[config.mk]
export PLATFORM = sky130hd
export DESIGN_NAME = root_calc_controller
export DESIGN_NICKNAME = d
export VERILOG_FILES = /design/src/rtl/root_calc_pkg.sv /design/src/rtl/root_calc_controller_rx_strobe.sv /design/src/rtl/root_calc_controller.sv
export SDC_FILE = /design/constraint.sdc
export NUM_CORES = 1
export LEC_CHECK = 0
export CAP_MARGIN = 20
export CORE_MARGIN = 2
export CORE_UTILIZATION = 54
export CTS_CLUSTER_DIAMETER = 120
export CTS_CLUSTER_SIZE = 12
export DETAILED_ROUTE_END_ITERATION = 10
export GPL_TIMING_DRIVEN = 0
export PLACE_DENSITY = 0.77
export SETUP_SLACK_MARGIN = 0.2
export SYNTH_ARGS = -nofsm -noshare
export SYNTH_HDL_FRONTEND = slang
export SYNTH_HIERARCHICAL = 1
export SYNTH_SLANG_ARGS = --single-unit
[constraint.sdc]
create_clock -name clk -period 2.6 [get_ports clk]
set_input_delay 0.52 -clock clk [delete_from_list [all_inputs] [get_ports clk]]
set_output_delay 0.52 -clock clk [all_outputs]
set_load 0.05 [all_outputs]
[src/rtl/root_calc_pkg.sv]
// Shared definitions for the root-calculator frame controller.
// - state_e      : frame sequencer states
// - ERR_*        : error codes reported on err_code
// - DEFAULT_HEADER: frame start byte used when the top is not overridden
package root_calc_pkg;

  typedef enum logic [2:0] {
    StIdle,
    StRecv,
    StCheck,
    StStart,
    StWaitCore,
    StSend,
    StTxWait
  } state_e;

  localparam logic [1:0] ERR_RX_FRAMING = 2'b01;
  localparam logic [1:0] ERR_CHECKSUM   = 2'b10;
  localparam logic [1:0] ERR_TIMEOUT    = 2'b11;

  localparam logic [7:0] DEFAULT_HEADER = 8'hA5;

endpackage

[src/rtl/root_calc_controller_rx_strobe.sv]
// Registered edge detection on the UART receiver flags.
// Ports:
//   clk, rst_n  : clock, asynchronous active-low reset
//   rx_data     : receiver byte, valid while rx_ready is high
//   rx_ready    : receiver level flag, one rise per byte
//   rx_error    : receiver framing error level flag
//   byte_stb    : one-cycle pulse per rx_ready rise (suppressed by a coincident error rise)
//   err_stb     : one-cycle pulse per rx_error rise
//   byte_data   : byte captured on the rx_ready rise, held until the next one
module rx_strobe_gen (
  input  logic       clk,
  input  logic       rst_n,
  input  logic [7:0] rx_data,
  input  logic       rx_ready,
  input  logic       rx_error,
  output logic       byte_stb,
  output logic       err_stb,
  output logic [7:0] byte_data
);

  logic ready_q;
  logic error_q;
  logic ready_rise;
  logic error_rise;

  assign ready_rise = rx_ready & ~ready_q;
  assign error_rise = rx_error & ~error_q;

  always_ff @(posedge clk or negedge rst_n) begin
    if (!rst_n) begin
      ready_q   <= 1'b0;
      error_q   <= 1'b0;
      byte_stb  <= 1'b0;
      err_stb   <= 1'b0;
      byte_data <= 8'h00;
    end else begin
      ready_q  <= rx_ready;
      error_q  <= rx_error;
      err_stb  <= error_rise;
      // A byte arriving together with an error is untrustworthy: drop it.
      byte_stb <= ready_rise & ~error_rise;
      if (ready_rise) begin
        byte_data <= rx_data;
      end
    end
  end

endmodule

[src/rtl/root_calc_controller.sv]
// Frame sequencer between the UART receiver/transmitter and the root-calculator core.
// Parses HEADER, OPERAND_BYTES radicand bytes (MSB first) and an XOR checksum, starts the
// core, then streams RESULT_BYTES result bytes (MSB first) to the transmitter.
// Ports:
//   clk, rst_n          : clock, asynchronous active-low reset
//   rx_data/ready/error : UART receiver byte, level ready flag, level error flag
//   core_operand        : radicand, stable from core_start until core_done
//   core_start          : one-cycle start pulse to the core
//   core_done/result    : core completion pulse and root value (valid with core_done)
//   tx_data/start/busy  : transmitter byte, one-cycle send request, busy flag
//   busy                : high whenever the sequencer is not idle
//   err_valid/err_code  : one-cycle error pulse and sticky error code
module root_calc_controller
  import root_calc_pkg::*;
#(
  parameter int unsigned OPERAND_BYTES  = 4,
  parameter int unsigned RESULT_BYTES   = 2,
  parameter logic [7:0]  HEADER         = DEFAULT_HEADER,
  parameter int unsigned TIMEOUT_CYCLES = 520800
) (
  input  logic                         clk,
  input  logic                         rst_n,
  input  logic [7:0]                   rx_data,
  input  logic                         rx_ready,
  input  logic                         rx_error,
  output logic [8*OPERAND_BYTES-1:0]   core_operand,
  output logic                         core_start,
  input  logic                         core_done,
  input  logic [8*RESULT_BYTES-1:0]    core_result,
  output logic [7:0]                   tx_data,
  output logic                         tx_start,
  input  logic                         tx_busy,
  output logic                         busy,
  output logic                         err_valid,
  output logic [1:0]                   err_code
);

  localparam int unsigned OpW  = 8 * OPERAND_BYTES;
  localparam int unsigned ResW = 8 * RESULT_BYTES;
  localparam int unsigned CntW = $clog2(OPERAND_BYTES) + 1;
  localparam int unsigned IdxW = $clog2(RESULT_BYTES) + 1;
  localparam int unsigned TmrW = $clog2(TIMEOUT_CYCLES + 1);

  logic            byte_stb;
  logic            err_stb;
  logic [7:0]      byte_data;

  state_e          state_q;
  logic [7:0]      chk_q;
  logic [CntW-1:0] cnt_q;
  logic [TmrW-1:0] timer_q;
  logic [ResW-1:0] result_q;
  logic [IdxW-1:0] idx_q;
  logic            busy_seen_q;
  logic [7:0]      res_byte;

  rx_strobe_gen u_rx_strobe (
    .clk       (clk),
    .rst_n     (rst_n),
    .rx_data   (rx_data),
    .rx_ready  (rx_ready),
    .rx_error  (rx_error),
    .byte_stb  (byte_stb),
    .err_stb   (err_stb),
    .byte_data (byte_data)
  );

  // Result bytes go out MSB first: idx 0 is the top byte.
  always_comb begin
    res_byte = 8'(result_q >> (8 * (RESULT_BYTES - 1 - int'(idx_q))));
  end

  assign busy = (state_q != StIdle);

  // timer_q counts cycles since the last byte strobe. The FSM consumes a strobe one cycle
  // after it rises, so a freshly accepted byte reloads the timer with 1, not 0.
  always_ff @(posedge clk or negedge rst_n) begin
    if (!rst_n) begin
      state_q      <= StIdle;
      core_operand <= '0;
      chk_q        <= 8'h00;
      cnt_q        <= '0;
      timer_q      <= '0;
      result_q     <= '0;
      idx_q        <= '0;
      busy_seen_q  <= 1'b0;
      core_start   <= 1'b0;
      tx_data      <= 8'h00;
      tx_start     <= 1'b0;
      err_valid    <= 1'b0;
      err_code     <= 2'b00;
    end else begin
      core_start <= 1'b0;
      tx_start   <= 1'b0;
      err_valid  <= 1'b0;

      unique case (state_q)
        StIdle: begin
          if (byte_stb && (byte_data == HEADER)) begin
            state_q      <= StRecv;
            cnt_q        <= '0;
            chk_q        <= 8'h00;
            timer_q      <= TmrW'(1);
            core_operand <= '0;
          end
        end

        StRecv, StCheck: begin
          if (err_stb) begin
            err_valid <= 1'b1;
            err_code  <= ERR_RX_FRAMING;
            state_q   <= StIdle;
          end else if (byte_stb) begin
            timer_q <= TmrW'(1);
            if (state_q == StRecv) begin
              // HEADER values here are plain data; there is no resync.
              core_operand <= (core_operand << 8) | OpW'(byte_data);
              chk_q        <= chk_q ^ byte_data;
              cnt_q        <= cnt_q + 1'b1;
              if (cnt_q == CntW'(OPERAND_BYTES - 1)) begin
                state_q <= StCheck;
              end
            end else if (byte_data == chk_q) begin
              state_q <= StStart;
            end else begin
              err_valid <= 1'b1;
              err_code  <= ERR_CHECKSUM;
              state_q   <= StIdle;
            end
          end else if (timer_q >= TmrW'(TIMEOUT_CYCLES - 1)) begin
            err_valid <= 1'b1;
            err_code  <= ERR_TIMEOUT;
            state_q   <= StIdle;
          end else begin
            timer_q <= timer_q + 1'b1;
          end
        end

        StStart: begin
          core_start <= 1'b1;
          state_q    <= StWaitCore;
        end

        StWaitCore: begin
          if (core_done) begin
            result_q <= core_result;
            idx_q    <= '0;
            state_q  <= StSend;
          end
        end

        StSend: begin
          if (!tx_busy) begin
            tx_data     <= res_byte;
            tx_start    <= 1'b1;
            busy_seen_q <= 1'b0;
            state_q     <= StTxWait;
          end
        end

        StTxWait: begin
          // Byte is done only after busy has been seen high and then low again.
          if (!busy_seen_q) begin
            if (tx_busy) begin
              busy_seen_q <= 1'b1;
            end
          end else if (!tx_busy) begin
            busy_seen_q <= 1'b0;
            idx_q       <= idx_q + 1'b1;
            if (idx_q == IdxW'(RESULT_BYTES - 1)) begin
              state_q <= StIdle;
            end else begin
              state_q <= StSend;
            end
          end
        end

        default: state_q <= StIdle;
      endcase
    end
  end

endmodule
==> metrics.txt <==
slew margin rel. 0.5440; endpoints failing setup 0; RD Place Congestion 0.8411; Clk Latency, worst-skew pair 370 ps; initial antenna violation count 0; Cells after Synth 440; Seq cells post-synth 109; grt ovf 0; fin. max-slew vios 0; cell area after synthesis 4935 sq um; Seq/Total Area, Yosys 0.5527; aggregate global-route resource usage 0.2246; Post-DP HPWL 7367 microns; die footprint 9919 sq um; worst slew pin tran 684.1 ps; R2R cell count 5; Main synth FF type dfrtp_1; Pleak 2.601 nW; worst r2r dst result_q[10]$_DFFE_PN0P_; Fin. Hold Viols 0; Worst Setup SP state_q[0]$_DFFE_PN0P_; Routed Antenna Nets 0; port buffer count 75; Vias 3685; CTS root buffer clkbuf_8; Clock transition at path regs 100 ps; clock sink count 109; Unique masters post-synth 57; RSZ-0062 raised after global routing no; Avg Inst Size Synth 11.22 sq um; area fraction of the dominant cell type after synthesis 0.5527; Critical Path End result_q[10]$_DFFE_PN0P_; Max-Cap Viols 0; Die Height 99.60 microns; Post-Synthesis Net Count 474; clock tree buffer depth 2; vias in the first global route 3712; cell accounting for the most synthesized area dfrtp_1; DP Area 5846 sq um; first-pass GRT wire length 17910 microns; Worst Hold Class in -> async; post-route cell area 6027 sq um; Yosys warning count 6; CP Class reg -> reg; DRC 0; area grow syn2layout 22.13%; Post-synth ARST share 1.000; Max Clock Freq 457.6 MHz; Worst Path Arrival 2440 ps; Diodes inserted 0; most frequent cells in the layout 109 x dfrtp_1, 73 x clkdlybuf4s50_1, 53 x nand2_1; most common cell after layout, fill and taps aside dfrtp_1; final WL 10510 microns; Top Ports 76; peak supply drop 0.6597 mV; H-tree depth 3; ranking of synthesized cells by area dfrtp_1 55%, a22o_1 4.6%, nand2_1 4.0%; die span in x 99.60 microns; FF-to-FF Start state_q[0]$_DFFE_PN0P_; Worst setup EP type flip-flop; DRT Pass-1 Iters 4; pwr/cell area 940.9 nW/um^2; number of synthesized flops with an enable pin 0; CP Max Fanout 10; largest net degree at the start of global routing 64; Vias/cell 5.758; period utilisation layout 0.8406; TritonCTS clock tree done; initial cell density of the core 0.5604; total power 5.671 mW; DR WL/cell 16.42 microns; nets@finish 561; Fin Clk Skew 10.78 ps; startpoint type of the worst setup path flip-flop; outcome finished clean; min Tclk post-route 2185 ps; row count 34; layout cells sized above 1 0.1316; CTS Buf Count 9; WP data required 2860 ps; initial DRC count 179; flop2flop setup slack 410 ps; core area 8806 sq um; Hold WS 152.1 ps; post-CTS setup buffer count 0
-- how the worst min path moves through the flow --
stage	startpoint	endpoint	depth (start not counted)
after detailed placement	u_rx_strobe/error_q$_DFF_PN0_	u_rx_strobe/err_stb$_DFF_PN0_	1
after floorplan	rst_n	busy_seen_q$_DFFE_PN0P_	0
final	rst_n	timer_q[10]$_DFFE_PN0P_	1
after CTS	rst_n	u_rx_strobe/error_q$_DFF_PN0_	1
after global placement	u_rx_strobe/error_q$_DFF_PN0_	u_rx_strobe/err_stb$_DFF_PN0_	1
after global routing	rst_n	u_rx_strobe/err_stb$_DFF_PN0_	1
-- stage by stage --
stage / cells / setup slack (ps) / setup TNS, ps / utilization
floorplan: 440 / 505.7 / 0 / -
global placement: 623 / -3056 / -332270 / 0.6610
detailed placement: 624 / 81.96 / 0 / 0.6638
CTS: 640 / 401.9 / 0 / 0.6844
global route: 640 / 261.8 / 0 / 0.6844
finish: 640 / 414.5 / 0 / 0.6844
-- where the power goes --
group | switching [mW] | internal (mW) | leakage (nW)
clock network | 0.595 | 0.366 | 0.0904
registers | 0.329 | 2.13 | 1.42
logic | 1.35 | 0.894 | 1.09
-- flip-flops by register name (all words and copies together) (netlist names) --
| name | cells |
|---|---|
| idx_q | 2 |
| state_q | 3 |
| err_valid | 1 |
| core_operand | 32 |
| chk_q | 8 |
| u_rx_strobe/error_q | 1 |
| u_rx_strobe/err_stb | 1 |
| cnt_q | 3 |
| result_q | 16 |
| err_code | 2 |
| u_rx_strobe/ready_q | 1 |
| busy_seen_q | 1 |
| u_rx_strobe/byte_stb | 1 |
| tx_data | 8 |
| tx_start | 1 |
| u_rx_strobe/byte_data | 8 |
| timer_q | 19 |
| core_start | 1 |
-- kinds of logic (layout without fill, tap and decap cells) --
kind of cell | after synthesis | in the layout | share of synthesized area
flip-flops | 109 | 109 | 0.5527
adder cells (fa/ha/maj) | 4 | 4 | 0.01014
XOR/XNOR | 22 | 22 | 0.03905
AND/OR/NAND/NOR | 147 | 147 | 0.1524
multiplexers | 32 | 32 | 0.07708
AO/OA/AOI/OAI | 93 | 93 | 0.1346
buffers and inverters | 33 | 125 | 0.03397
-- cells in the mapped netlist (all sizes together) (5+ instances only) --
cell    count
dfrtp     109
and3        6
a22o       26
o31ai       8
nor2       34
nor3       11
nand2      54
inv        10
mux2i       8
nand3       8
mux2       24
xnor2      21
nor4        6
a21oi       7
o21ai      29
clkbuf      9
buf        14
nor2b       5
-- routing by layer --
metal / wire length (microns) / share of wire / vias up / global-route usage
li1: - / - / 1750 / -
met1: 4780 / 0.45 / 1814 / 0.3101
met2: 5109 / 0.49 / 109 / 0.3633
met3: 496 / 0.047 / 12 / 0.05762
met4: 122 / 0.012 / 0 / 0.04742
met5: 0 / 0 / - / 0
-- layout make-up --
class	count	area, sq um
fill	692	2779
sequential	109	2728
multi-input combinational	298	2039
timing repair buffer	76	774.5
tap	108	135.1
buffer	23	130.1
clock buffer	10	127.6
clock inverter	6	55.05
inverter	10	37.54
-- worst max-delay path, cell delays in order (launching register included) --
cell and delay (ps):
dfrtp_1 440, inv_1 200, nand2_1 120, nor2_1 540
buf_2 390, mux2_2 380
-- timing repair --
item,in CTS,in global routing
setup endpoints to repair,1,0
resized for setup,1,0
hold buffers,0,0
No activity file was read; power rests on OpenSTA's default activity.
